`src/rtl/dbg_scan_ctrl.sv`:
```
// dbg_scan_ctrl: debug-display sequencer. It walks entries 0..DEPTH-1 of a
// selected read channel and shows each one for a dwell period (auto mode) or
// until a step edge (manual mode). A separator word follows the last entry.
// Optional macro DBG_SCAN_BREAK_EN adds a breakpoint: in auto mode the scan
// halts on one address until a step edge arrives.
module dbg_scan_ctrl #(
  parameter int          NCH      = 4,
  parameter int          DEPTH    = 32,
  parameter int          AW       = 6,
  parameter int          DW       = 32,
  parameter int          RD_LAT   = 1,
  parameter int          TICK_DIV = 4,
  parameter logic [63:0] SEP_WORD = 64'hFFFF_FFFF_FFFF_FFFF,
  localparam int         CW       = (NCH > 1) ? $clog2(NCH) : 1
) (
  input  logic              clk,
  input  logic              rstn,
  input  logic              en_i,
`ifdef DBG_SCAN_BREAK_EN
  input  logic              brk_en_i,
  input  logic [AW-1:0]     brk_addr_i,
`endif
  input  logic [CW-1:0]     ch_sel_i,
  input  logic              mode_i,
  input  logic              step_i,
  output logic [AW-1:0]     rd_addr_o,
  input  logic [NCH*DW-1:0] rd_data_i,
  output logic [63:0]       data_o,
  output logic              valid_o,
  output logic              wrap_o,
  output logic              busy_o
);

  localparam int DCW = (TICK_DIV > 1) ? $clog2(TICK_DIV) : 1;

  typedef enum logic [1:0] {IDLE, ISSUE, SHOW, SEP} state_t;

  state_t         st, st_n;
  logic [AW-1:0]  addr, addr_n;
  logic [CW-1:0]  ch_q, ch_n;
  logic [1:0]     icnt, icnt_n;
  logic [DCW-1:0] dwell, dwell_n;
  logic [63:0]    data_n;
  logic           valid_n, wrap_n;
  logic           step_q, mode_q;

  logic [CW-1:0]  ch_eff;
  logic [DW-1:0]  rd_sel;
  logic           step_rise, mode_chg, ch_chg;
  logic           auto_adv, sep_adv, show_adv;

`ifdef DBG_SCAN_BREAK_EN
  logic brk_hold, brk_hold_n;
  logic brk_hit;
  assign brk_hit = brk_en_i && (addr == brk_addr_i);
`endif

  // Out-of-range channel selects fall back to channel 0.
  assign ch_eff    = (int'(ch_sel_i) < NCH) ? ch_sel_i : '0;
  assign rd_sel    = rd_data_i[ch_q*DW +: DW];
  assign step_rise = step_i & ~step_q;
  assign mode_chg  = mode_i != mode_q;
  assign ch_chg    = ch_eff != ch_q;
  assign rd_addr_o = addr;
  assign busy_o    = st != IDLE;

  // Advance events; a mode change restarts the dwell so no tick fires that cycle.
  always_comb begin
    auto_adv = !mode_i && !mode_chg && (dwell == DCW'(TICK_DIV - 1));
    sep_adv  = mode_i ? step_rise : auto_adv;
    show_adv = sep_adv;
`ifdef DBG_SCAN_BREAK_EN
    if (!mode_i && brk_hold) show_adv = step_rise;
`endif
  end

  // Next-state and next-output logic.
  always_comb begin
    st_n    = st;
    addr_n  = addr;
    ch_n    = ch_q;
    icnt_n  = icnt;
    dwell_n = dwell;
    data_n  = data_o;
    valid_n = 1'b0;
    wrap_n  = 1'b0;
`ifdef DBG_SCAN_BREAK_EN
    brk_hold_n = brk_hold;
`endif
    // Dwell runs only while displaying in auto mode.
    if (st == SHOW || st == SEP) begin
      if (mode_chg || mode_i) dwell_n = '0;
      else                    dwell_n = dwell + 1'b1;
    end
    case (st)
      IDLE: begin
        if (en_i) begin
          st_n   = ISSUE;
          addr_n = '0;
          ch_n   = ch_eff;
          icnt_n = '0;
        end
      end
      ISSUE: begin
        if (icnt == 2'(RD_LAT)) begin
          data_n  = {16'(ch_q), 16'(addr), 32'(rd_sel)};
          valid_n = 1'b1;
          st_n    = SHOW;
          dwell_n = '0;
`ifdef DBG_SCAN_BREAK_EN
          brk_hold_n = brk_hit;
`endif
        end else begin
          icnt_n = icnt + 2'd1;
        end
      end
      SHOW: begin
        if (ch_chg || show_adv) begin
          if (!ch_chg && addr == AW'(DEPTH - 1)) begin
            st_n    = SEP;
            data_n  = SEP_WORD;
            wrap_n  = 1'b1;
            dwell_n = '0;
          end else begin
            st_n   = ISSUE;
            addr_n = ch_chg ? '0 : addr + 1'b1;
            ch_n   = ch_eff;
            icnt_n = '0;
          end
`ifdef DBG_SCAN_BREAK_EN
          brk_hold_n = 1'b0;
`endif
        end
      end
      SEP: begin
        if (ch_chg || sep_adv) begin
          st_n   = ISSUE;
          addr_n = '0;
          ch_n   = ch_eff;
          icnt_n = '0;
        end
      end
      default: st_n = IDLE;
    endcase
    // Disabling wins over everything and blanks the display.
    if (!en_i) begin
      st_n    = IDLE;
      addr_n  = '0;
      data_n  = '0;
      valid_n = 1'b0;
      wrap_n  = 1'b0;
      icnt_n  = '0;
      dwell_n = '0;
`ifdef DBG_SCAN_BREAK_EN
      brk_hold_n = 1'b0;
`endif
    end
  end

  // State and datapath registers; async reset drops any read in flight.
  always_ff @(posedge clk or negedge rstn) begin
    if (!rstn) begin
      st      <= IDLE;
      addr    <= '0;
      ch_q    <= '0;
      icnt    <= '0;
      dwell   <= '0;
      data_o  <= '0;
      valid_o <= 1'b0;
      wrap_o  <= 1'b0;
      step_q  <= 1'b0;
      mode_q  <= 1'b0;
`ifdef DBG_SCAN_BREAK_EN
      brk_hold <= 1'b0;
`endif
    end else begin
      st      <= st_n;
      addr    <= addr_n;
      ch_q    <= ch_n;
      icnt    <= icnt_n;
      dwell   <= dwell_n;
      data_o  <= data_n;
      valid_o <= valid_n;
      wrap_o  <= wrap_n;
      step_q  <= step_i;
      mode_q  <= mode_i;
`ifdef DBG_SCAN_BREAK_EN
      brk_hold <= brk_hold_n;
`endif
    end
  end

endmodule

```
`config.mk`:
```
export PLATFORM = sky130hd
export DESIGN_NAME = dbg_scan_ctrl
export DESIGN_NICKNAME = d
export VERILOG_FILES = /design/src/rtl/dbg_scan_ctrl.sv
export SDC_FILE = /design/constraint.sdc
export NUM_CORES = 1
export LEC_CHECK = 0
export ABC_AREA = 1
export CORE_MARGIN = 8
export CORE_UTILIZATION = 35
export DETAILED_ROUTE_END_ITERATION = 6
export PLACE_DENSITY = 0.8
export SETUP_SLACK_MARGIN = 0.3
export SLEW_MARGIN = 20
export SYNTH_ARGS = -nofsm -noshare
export SYNTH_HDL_FRONTEND = slang
export SYNTH_SLANG_ARGS = --single-unit
```
`constraint.sdc`:
```
create_clock -name clk -period 2.45 [get_ports clk]
set_input_delay 0.245 -clock clk [delete_from_list [all_inputs] [get_ports clk]]
set_output_delay 0.245 -clock clk [all_outputs]
set_load 0.01 [all_outputs]
```
==> impl_metrics.ini <==
[setup_path]
end_kind = primary output
crit_path_cell_trace = clkdlybuf4s50_1
crit_family = flip-flops
worstPathArrival_ps = 1760
setup.worst_path.start_class = flip-flop
crit_buf_inv = 1
critical-path-max-stage-delay_ps = 760
slowest_stage = dfrtp_1
worstPathMaxFanout = 25
cp_data_required_time_ps = 2200
r2r.worst_path.cells = 9
path_class = reg2out
crit_cells = 1

[synthesis]
yosysWarnings = 0
avgSynthCellArea_um2 = 7.20
synth.distinct_cells = 25
ys_ff_latch = 59
ys_seq_area_share_pct = 35.5
post-synth-top-area-cell = dfrtp_1
netlist_top_cells_area = dfrtp_1 (35%), nand2_1 (11%), nor2_1 (10%)
synth_cells = 578
syn_nets = 720
syn_area_um2 = 4160
synth_top_area_share_pct = 35.5

[grt]
antenna_found_initial = 0
grt_max_degree = 65
first_global_vias = 4325
track_usage_pct = 17.6
grt_pass1_wl_um = 22600
overflow = 0

[cells_and_area]
layout_commonest_cell = clkdlybuf4s50_1
nets = 889
syn_to_final_growth_pct = 54.9
antenna_cells = 0
design_area_um2 = 6450
drive_gt1_share_pct = 11.0
final_cell_mix = clkdlybuf4s50_1 (205), nand2_1 (124), nor2_1 (112)
finish.utilization_pct = 54.6

[timing]
tightest_slew_ps = 660
worst_slack_ps = 446
slew_viol_final = 0
hold_violations = 0
fmax_ghz = 0.499
slew_headroom_pct = 56.0
skew_ps = 8.99
rsz0062_at_grt = false
setup-tns-final_ps = 0
setup-violations-final = 0
min_period_over_period_pct = 81.8
finalCriticalPeriod_ps = 2000

[floorplanning]
die_area_um2 = 15600
dieHeight_um = 125
pin_count = 208
start_util_pct = 35.2
core_region_area_um2 = 11800
fp-row-count = 40
die_x_um = 125

[place]
place_congestion = 0.909
place_area_um2 = 6140
portBuffers = 207
post-dp-hpwl_um = 11000
post-place-ws_ps = 239

[detailed_routing]
drtPass1Iterations = 5
first_iter_violations = 254
vias_per_cell = 4.92
ant_nets = 0
wl_per_cell_um = 15.7
num_vias = 4424
drc = 0
wirelength_um = 14100

[min_path]
hold_path_depth = 3
hold_class = in2reg

[flow_run]
cap_violations = 0

[clock_tree]
cts_tree = built
cts_max_level = 3
clk_latency_ps = 320
cts-root-buf = clkbuf_16
clk_transition_reported_paths_ps = 50
cts_buffers = 9
cts_sinks = 59
clock_path_buffers = 2

[pwr]
leakagePower_nw = 2.72
power_density_nw_per_um2 = 969
vdd.ir_drop.worst_mv = 1.15
power_mw = 6.25

[status]
outcome = complete, no violations
flip-flops by register name, summed over array words and instances, names as in the netlist:
name / count
data_o: 41
rd_addr_o: 6
valid_o: 1
icnt: 2
mode_q: 1
step_q: 1
dwell: 2
ch_q: 2
wrap_o: 1
st: 2
path summary, 6_finish.rpt:
check | startpoint | to | slack (ps)
min in group asynchronous | rstn | data_o[19]$_DFFE_PN0P_ | 520
max in group asynchronous | rstn | ch_q[0]$_DFFE_PN0P_ | 1320
setup reg to reg | st[0]$_DFFE_PN0P_ | data_o[26]$_DFFE_PN0P_ | 520
hold reg to reg | data_o[30]$_DFFE_PN0P_ | data_o[30]$_DFFE_PN0P_ | 480
hold / removal | en_i | st[0]$_DFFE_PN0P_ | 270
setup / recovery | data_o[62]$_DFFE_PN0P_ | data_o[62] | 450
kinds of logic after synthesis:
| family | after synthesis | share of synthesized area [%] |
|---|---|---|
| buffers and inverters | 85 | 11.6 |
| DFF | 59 | 35.5 |
| adders and majority gates | 7 | 2.10 |
| and+or+nand+nor | 275 | 27.2 |
| AOI/OAI and AO/OA | 152 | 23.6 |
routing by layer:
layer  GRT usage [%]  wire, µm  vias to the layer above
li1                -         -                     2217
met1            20.5      6040                     2041
met2            30.9      6940                      153
met3            5.31      1000                       13
met4            4.66       163                        0
met5               0         0                        -
per-stage QoR:
step                hold slack (ps)  instances
floorplan                     -50.6        578
global route                    300        899
detailed placement              318        882
CTS                             251        899
finish                          271        899
global placement                308        882
power by group:
| group | total [mW] | internal, mW | leakage (nW) | switching, mW |
|---|---|---|---|---|
| Clock | 1.23 | 0.808 | 0.145 | 0.426 |
| Combinational | 3.58 | 1.54 | 1.80 | 2.04 |
| Sequential | 1.43 | 1.25 | 0.779 | 0.179 |
| Total | 6.25 | 3.60 | 2.72 | 2.65 |
cell type report:
type | instances | area (µm²)
inverters | 24 | 90.1
fillers | 1110 | 5360
repair buffers | 219 | 2200
flip-flops and latches | 59 | 1480
multi-input cells | 434 | 2210
clock inverters | 5 | 52.6
well taps | 147 | 184
clock buffers | 11 | 243
synthesized netlist by cell type:
cell	number
buf_2	8
buf_1	4
inv_2	2
or2_2	3
nand4_1	1
clkbuf_1	17
o21ai_2	41
nor2_8	1
nor3_1	6
nand3_2	2
inv_1	22
ha_1	7
nand3b_1	1
buf_6	9
o21bai_1	1
nand2_1	124
buf_4	23
nor2_1	112
a31oi_1	2
nand3_1	21
nand2_2	1
o21ai_0	83
nand2_4	3
dfrtp_1	59
o211ai_1	25
what timing repair did:
action,CTS,global route
endpoints found under the setup margin,25,46
endpoints found under the hold margin,26,0
buffers inserted,0,0
gates resized for setup,1,1
hold buffers,1,0
cloned,0,0
Note: power is estimated with default switching activity, not from simulation.
